$ cat config.mk
export PLATFORM = sky130hd
export DESIGN_NAME = bcd_scan_mux
export DESIGN_NICKNAME = d
export VERILOG_FILES = /design/src/rtl/bcd_scan_mux.sv
export SDC_FILE = /design/constraint.sdc
export NUM_CORES = 1
export LEC_CHECK = 0
export BUFFER_PORTS_ARGS = -buffer_cell sky130_fd_sc_hd__buf_2
export CAP_MARGIN = 40
export CORE_MARGIN = 1
export CORE_UTILIZATION = 55
export DETAILED_ROUTE_END_ITERATION = 7
export GPL_TIMING_DRIVEN = 0
export PLACE_DENSITY = 0.73
export SYNTH_ARGS = -nofsm -noshare
export SYNTH_HDL_FRONTEND = slang
export SYNTH_SLANG_ARGS = --single-unit
$ cat constraint.sdc
create_clock -name clk -period 6.58 [get_ports clk]
set_clock_uncertainty 0.15 [all_clocks]
set_input_delay 0 -clock clk [delete_from_list [all_inputs] [get_ports clk]]
set_output_delay 0 -clock clk [all_outputs]
set_load 0.05 [all_outputs]
$ cat src/rtl/bcd_scan_mux.sv
// Four-digit packed-BCD scanner for a multiplexed 7-segment display.
// A double-buffered value is shown one digit per slot, with optional leading-zero blanking.
module bcd_scan_mux #(
   parameter int TICK_DIV = 12500
) (
   input  logic        clk,
   input  logic        rst_n,
   input  logic        load,
   input  logic [15:0] value,
   input  logic        blank_lz,
   input  logic        enable,
   output logic [3:0]  bcd,
   output logic [3:0]  digit,
   output logic        frame_done,
   output logic        bad_bcd
);

   localparam int PW = (TICK_DIV > 2) ? $clog2(TICK_DIV) : 1;

   logic [PW-1:0] presc;
   logic [1:0]    idx;
   logic [15:0]   active;
   logic [15:0]   pending;
   logic          pend_v;
   logic          tick;
   logic          boundary;
   logic [3:0]    lz;
   logic          blank;
   logic          any_bad;

   assign tick     = (presc == PW'(TICK_DIV - 1));
   assign boundary = tick && (idx == 2'd3);

   always_ff @(posedge clk or negedge rst_n) begin
      if (!rst_n) begin
         presc <= '0;
         idx   <= 2'd0;
      end else if (tick) begin
         presc <= '0;
         idx   <= idx + 2'd1;
      end else begin
         presc <= presc + PW'(1);
      end
   end

   // load is a single-cycle strobe with no back-pressure: the most recent strobe
   // before a frame boundary is what gets shown, and a strobe on the boundary
   // cycle itself bypasses the pending buffer.
   always_ff @(posedge clk or negedge rst_n) begin
      if (!rst_n) begin
         active  <= 16'h0000;
         pending <= 16'h0000;
         pend_v  <= 1'b0;
      end else begin
         if (load) pending <= value;
         if (boundary) begin
            pend_v <= 1'b0;
            if (load)        active <= value;
            else if (pend_v) active <= pending;
         end else if (load) begin
            pend_v <= 1'b1;
         end
      end
   end

   // lz[i]: nibbles i..3 are all zero, so slot i is a leading zero
   always_comb begin
      lz[3]   = (active[15:12] == 4'h0);
      lz[2]   = lz[3] && (active[11:8] == 4'h0);
      lz[1]   = lz[2] && (active[7:4] == 4'h0);
      lz[0]   = 1'b0;
      blank   = !enable || (blank_lz && lz[idx]);
      any_bad = 1'b0;
      for (int i = 0; i < 4; i++) begin
         if (active[4*i +: 4] > 4'd9) any_bad = 1'b1;
      end
   end

   always_ff @(posedge clk or negedge rst_n) begin
      if (!rst_n) begin
         bcd        <= 4'h0;
         digit      <= 4'b1111;
         frame_done <= 1'b0;
         bad_bcd    <= 1'b0;
      end else begin
         bcd        <= active[{idx, 2'b00} +: 4];
         digit      <= blank ? 4'b1111 : ~(4'b0001 << idx);
         frame_done <= boundary;
         bad_bcd    <= any_bad;
      end
   end

endmodule

# Word-level counts from Yosys, hierarchy flattened
# Index checks and enable logic that the tools add are counted.
dict set report word_totals {
  register_bits 59
  latchBits 0
  ram_bits 0
  mem_bits_ro 0
  in_bits 21
  output_inout_bits 10
  wordCells 45
  n_memories 0
}
dict set report op_classes {
  add_sub_neg 2
  mul 0
  div 0
  magnitude_cmp 5
  eq_ne 2
  n_shift 2
  n_mux 12
  bitwise 1
  n_reduce_logical 12
}
# op count
set op_table {}
lappend op_table {{16-bit 2-to-1 mux} 2}
lappend op_table {{4-bit > comparator, second input constant} 4}
lappend op_table {{16-bit by 5-bit indexed part select with 4-bit output} 1}
lappend op_table {{14-bit by 1-bit adder with 14-bit output, second input constant} 1}
lappend op_table {{14-bit == test, second input constant} 1}
lappend op_table {{14-bit 2-to-1 mux} 1}
lappend op_table {{4-bit logical NOT} 3}
lappend op_table {{1-bit 2-to-1 mux} 7}
lappend op_table {{1-bit logical AND} 4}
lappend op_table {{4-bit 2-to-1 mux} 1}
lappend op_table {{4-bit inverter} 1}
lappend op_table {{2-bit nonzero test} 2}
lappend op_table {{1-bit by 2-bit << shifter with 4-bit output, first input constant} 1}
lappend op_table {{2-bit by 3-bit less-than comparator with 1-bit output, second input constant} 1}
lappend op_table {{2-bit by 1-bit adder with 2-bit output, second input constant} 1}
lappend op_table {{1-bit binary-select mux with 2-bit select} 1}
lappend op_table {{2-bit == test, second input constant} 1}
lappend op_table {{2-bit AND reduction} 1}
lappend op_table {{1-bit logical NOT} 1}
lappend op_table {{1-bit logical OR} 1}

# Logic depth before layout (Yosys ltp)
dict set report depth {
  word_depth 8
  depth_mapped 7
}

# Worst setup path after synthesis
# Ideal clock, no wire load.
dict set report synth_path {
  path_kind {register -> register}
  from {register presc[2]}
  to {register active[10]}
  arrival_ns 2.011
  required_time_ns 6.303
  setup_slack_ns 4.291
  stages_incl_launch_ff 7
  n_path_buf 2
  synth_period_minus_slack_ns 2.289
  path_cell_list {dfrtp_1 or4b_4 nor4_4 and3b_1 buf_4 buf_8 mux2_1}
}
dict set report synth_between {
  elab_chain_cells 3
}
# element line
set synth_rtl {}
lappend synth_rtl {{from (decl)} 20} ;# logic [PW-1:0] presc;
lappend synth_rtl {{from (signal assigned)} 42} ;# presc <= presc + PW'(1);
lappend synth_rtl {{14-bit == test} 31} ;# assign tick = (presc == PW'(TICK_DIV - 1));
lappend synth_rtl {{1-bit logical AND} 32} ;# assign boundary = tick && (idx == 2'd3);
lappend synth_rtl {{2-bit AND reduction (no line)} -}
lappend synth_rtl {{to (signal assigned)} 58} ;# if (load) active <= value;
lappend synth_rtl {{to (signal assigned)} 59} ;# else if (pend_v) active <= pending;
lappend synth_rtl {{to (decl)} 22} ;# logic [15:0] active;
# Every way passes these cells.
# A chain may end at the register's enable or synchronous reset.

# Final worst setup path
dict set report layout_path {
  from {register presc[2]}
  to {register active[9]}
}
# Same word-level chain as after synthesis.

==> impl_results.md <==
- WS Path Type: flip-flop to flip-flop
- Post-synth EDFFs: 0
- Worst Setup End Kind: flip-flop
- Netlist cell types: 33
- Sequential element share of the synthesized area: 60.1%
- Clock transition at path regs: 60 ps
- Synth Register Bits: 59
- TritonCTS buffer count: 9
- Data arrival time of the worst path: 2570 ps
- Async SR Flop Fraction: 100%
- Die area: 0.00475 mm²
- Total power: 0.719 mW
- Syn Inst Count: 174
- Sequential Power Share: 52.3%
- Sw Ratio: 20.3%
- Antenna cell count: 0
- Switching pwr: 0.146 mW
- Initial cell density of the core: 59.5%
- Main synth FF type: dfrtp_1
- Startpoint class of the critical path: flip-flop
- Worst slew margin: 58.4%
- Max Clock Freq: 398 MHz
- Reg-to-reg startpoint: presc[2]
- Hold/Removal Path Class: primary input to flip-flop
- Avg Cell Area, Syn: 14.2 µm²
- Initial antenna violation count: 0
- GRT overflow: 0
- Hold Fails Final Rpt: 0
- Total negative setup slack: 0 ps
- Post-Synthesis Cell Area: 0.00246 mm²
- Tcrit/Tclk final: 38.2%
- H-tree depth: 3
- Die X: 68.9 µm
- Final Max Slew Viols: 0
- CTS max path bufs: 2
- Post-cts sizing count: 0
- Final Util: 74.4%
- Vias/cell: 5.41
- Vias in the first global route: 1,578
- Hold_sp: load
- Clk sinks: 59
- Final Setup Violations: 0
- DRT Wirelength: 4380 µm
- Top cell type's share of synthesized area: 55.8%
- Global Route Usage Sum: 22.4%
- Syn. warnings: 0
- RePlAce Congestion: 0.783
- Dpl hpwl: 3070 µm
- Critical-path maximum fanout: 10
- Count of buffers from port buffering: 29
- CTS tree: built
- Final ANT Viol Nets: 0
- Worst path required time: 6640 ps
- Synth top area cells: dfrtp_1, mux2_2, mux2_1, dfstp_2, mux4_2
- Yosys top cell by area: dfrtp_1
- Post-layout net count: 261
- Internal: 0.573 mW
- DRT Pass-1 Iters: 4
- Peak supply drop: 0.177 mV
- Core footprint: 0.00414 mm²
- Largest net degree at the start of global routing: 33
- Vias: 1,569
- RSZ-0062 raised after global routing: false
- MaxCap Viol Count: 0
- Combinational power share: 5.5%
- Die H: 68.9 µm
- Top-Level Pins: 31
- First-pass GRT wire length: 7280 µm
- Worst Setup SP: presc[2]
- DR iter-0 viols: 71
- Share of cells above drive strength 1: 32.9%
- Row cnt: 23
- Power share of the clock group: 42.1%
- Fin crit period: 2510 ps
- Post-CTS Setup Inserts: 0
- Routed WL per cell: 15.1 µm
- Clock latency on the worst-skew pair: 330 ps
- Outcome: finished, final reports clean
- Area growth, synth to finish: 25.1%
- Drt drc: 0
- Root Buffer: clkbuf_8
- Leak: 1.45 nW
- Pwr dens: 233 mW/mm²
- Worst Tran Pin Value: 623 ps
- Syn Nets: 200
==> power groups by stage <==
| stage | sequential (mW) | combinational, mW | clock [mW] |
|---|---|---|---|
| after detailed placement | 0.383 | 0.0321 | 0 |
| after CTS | 0.376 | 0.0408 | 0.311 |
| after global routing | 0.377 | 0.0453 | 0.330 |
| final | 0.376 | 0.0398 | 0.303 |
| after global placement | 0.382 | 0.0290 | 0 |
| after floorplan | 0.383 | 0.0138 | 0 |
==> path summary, 6_finish.rpt <==
kind / cells after the start / slack [ps] / endpoint
min: 3 / 10 / pend_v
max: 6 / 4070 / active[9]
min in group asynchronous: 2 / 70 / pending[1]
max reg2reg: 6 / 4070 / active[9]
max in group asynchronous: 3 / 5630 / pending[10]
min reg2reg: 2 / 340 / pend_v
==> routing by layer <==
| layer | global-route usage, % | vias up | share of wire (%) |
|---|---|---|---|
| met5 | 0 | - | 0 |
| met4 | 11.0 | 0 | 0.89 |
| met3 | 7.57 | 4 | 4.8 |
| met2 | 34.3 | 41 | 47 |
| met1 | 28.2 | 776 | 47 |
| li1 | - | 748 | - |
==> repair_timing <==
item	in CTS	in global routing
setup endpoints to repair	0	0
endpoints found under the hold margin	95	0
hold buffers	20	0
==> per-stage QoR <==
| stage | cell area, µm² | setup slack [ps] | instances | hold WS, ps |
|---|---|---|---|---|
| floorplan | 2460 | 4290 | 174 | -446 |
| global placement | 2670 | 4140 | 253 | 52.2 |
| detailed placement | 2690 | 4080 | 254 | -93.8 |
| CTS | 3080 | 4070 | 290 | 1.15 |
| global route | 3080 | 3950 | 290 | 72.0 |
| finish | 3080 | 4070 | 290 | 12.1 |
==> cell usage after synthesis (2+ instances only) <==
cell type,count
dfrtp_1,55
mux2_2,22
mux2_1,10
nor2_1,10
nand3_1,8
xnor2_1,8
nand2_1,6
ha_1,5
nand4_1,5
o21ai_0,5
xor2_1,5
dfstp_2,4
mux4_2,4
and2_1,2
and4_1,2
clkbuf_1,2
inv_1,2
nor3_1,2
nor4_1,2
or4_1,2
==> registers in the layout, summed over array words and instances (netlist names) <==
signal      count
digit           4
bcd             4
pend_v          1
frame_done      1
presc          14
pending        16
active         16
idx             2
bad_bcd         1
==> worst max-delay path: stages, from the launching register on <==
cell     delay (ps)
dfrtp_1         450
or4b_4          580
nor4_4          350
and3b_1         200
buf_4           170
buf_8           160
mux2_1          330
==> placed cells by master (no fill, tap or decap), drive strengths merged <==
master,synthesis,layout
and2,2,2
a21oi,1,1
nor4,3,3
ha,5,5
or4b,2,2
mux2,32,32
nor3,2,2
buf,4,34
mux4,4,4
clkinv,0,1
and4,2,2
clkbuf,2,17
nand4,5,5
nor2b,1,1
nor2,10,10
dlygate4sd3,0,20
inv,2,2
and3b,1,1
o211ai,1,1
xor2,5,5
o21ai,5,5
and3,1,1
dfstp,4,4
nand3b,1,1
nand2,6,6
dfrtp,55,55
or4,2,2
nand3,8,8
xnor2,8,8
==> logic make-up after synthesis <==
kind of cell,synth area share [%]
AO/OA/AOI/OAI,1.52
XOR/XNOR,4.62
adder cells (fa/ha/maj),2.54
AND/OR/NAND/NOR,11.1
buffers and inverters,1.88
multiplexers,18.3
flip-flops,60.1
==> cell type report <==
class	count	area, µm²
Inverter	2	7.51
Multi-Input combinational cell	107	937
Clock buffer	15	186
Sequential cell	59	1480
Clock inverter	1	5.00
Tap cell	50	62.6
Buffer	6	38.8
Fill cell	292	1060
Timing Repair Buffer	50	365
(Power assumes the default switching activity.)
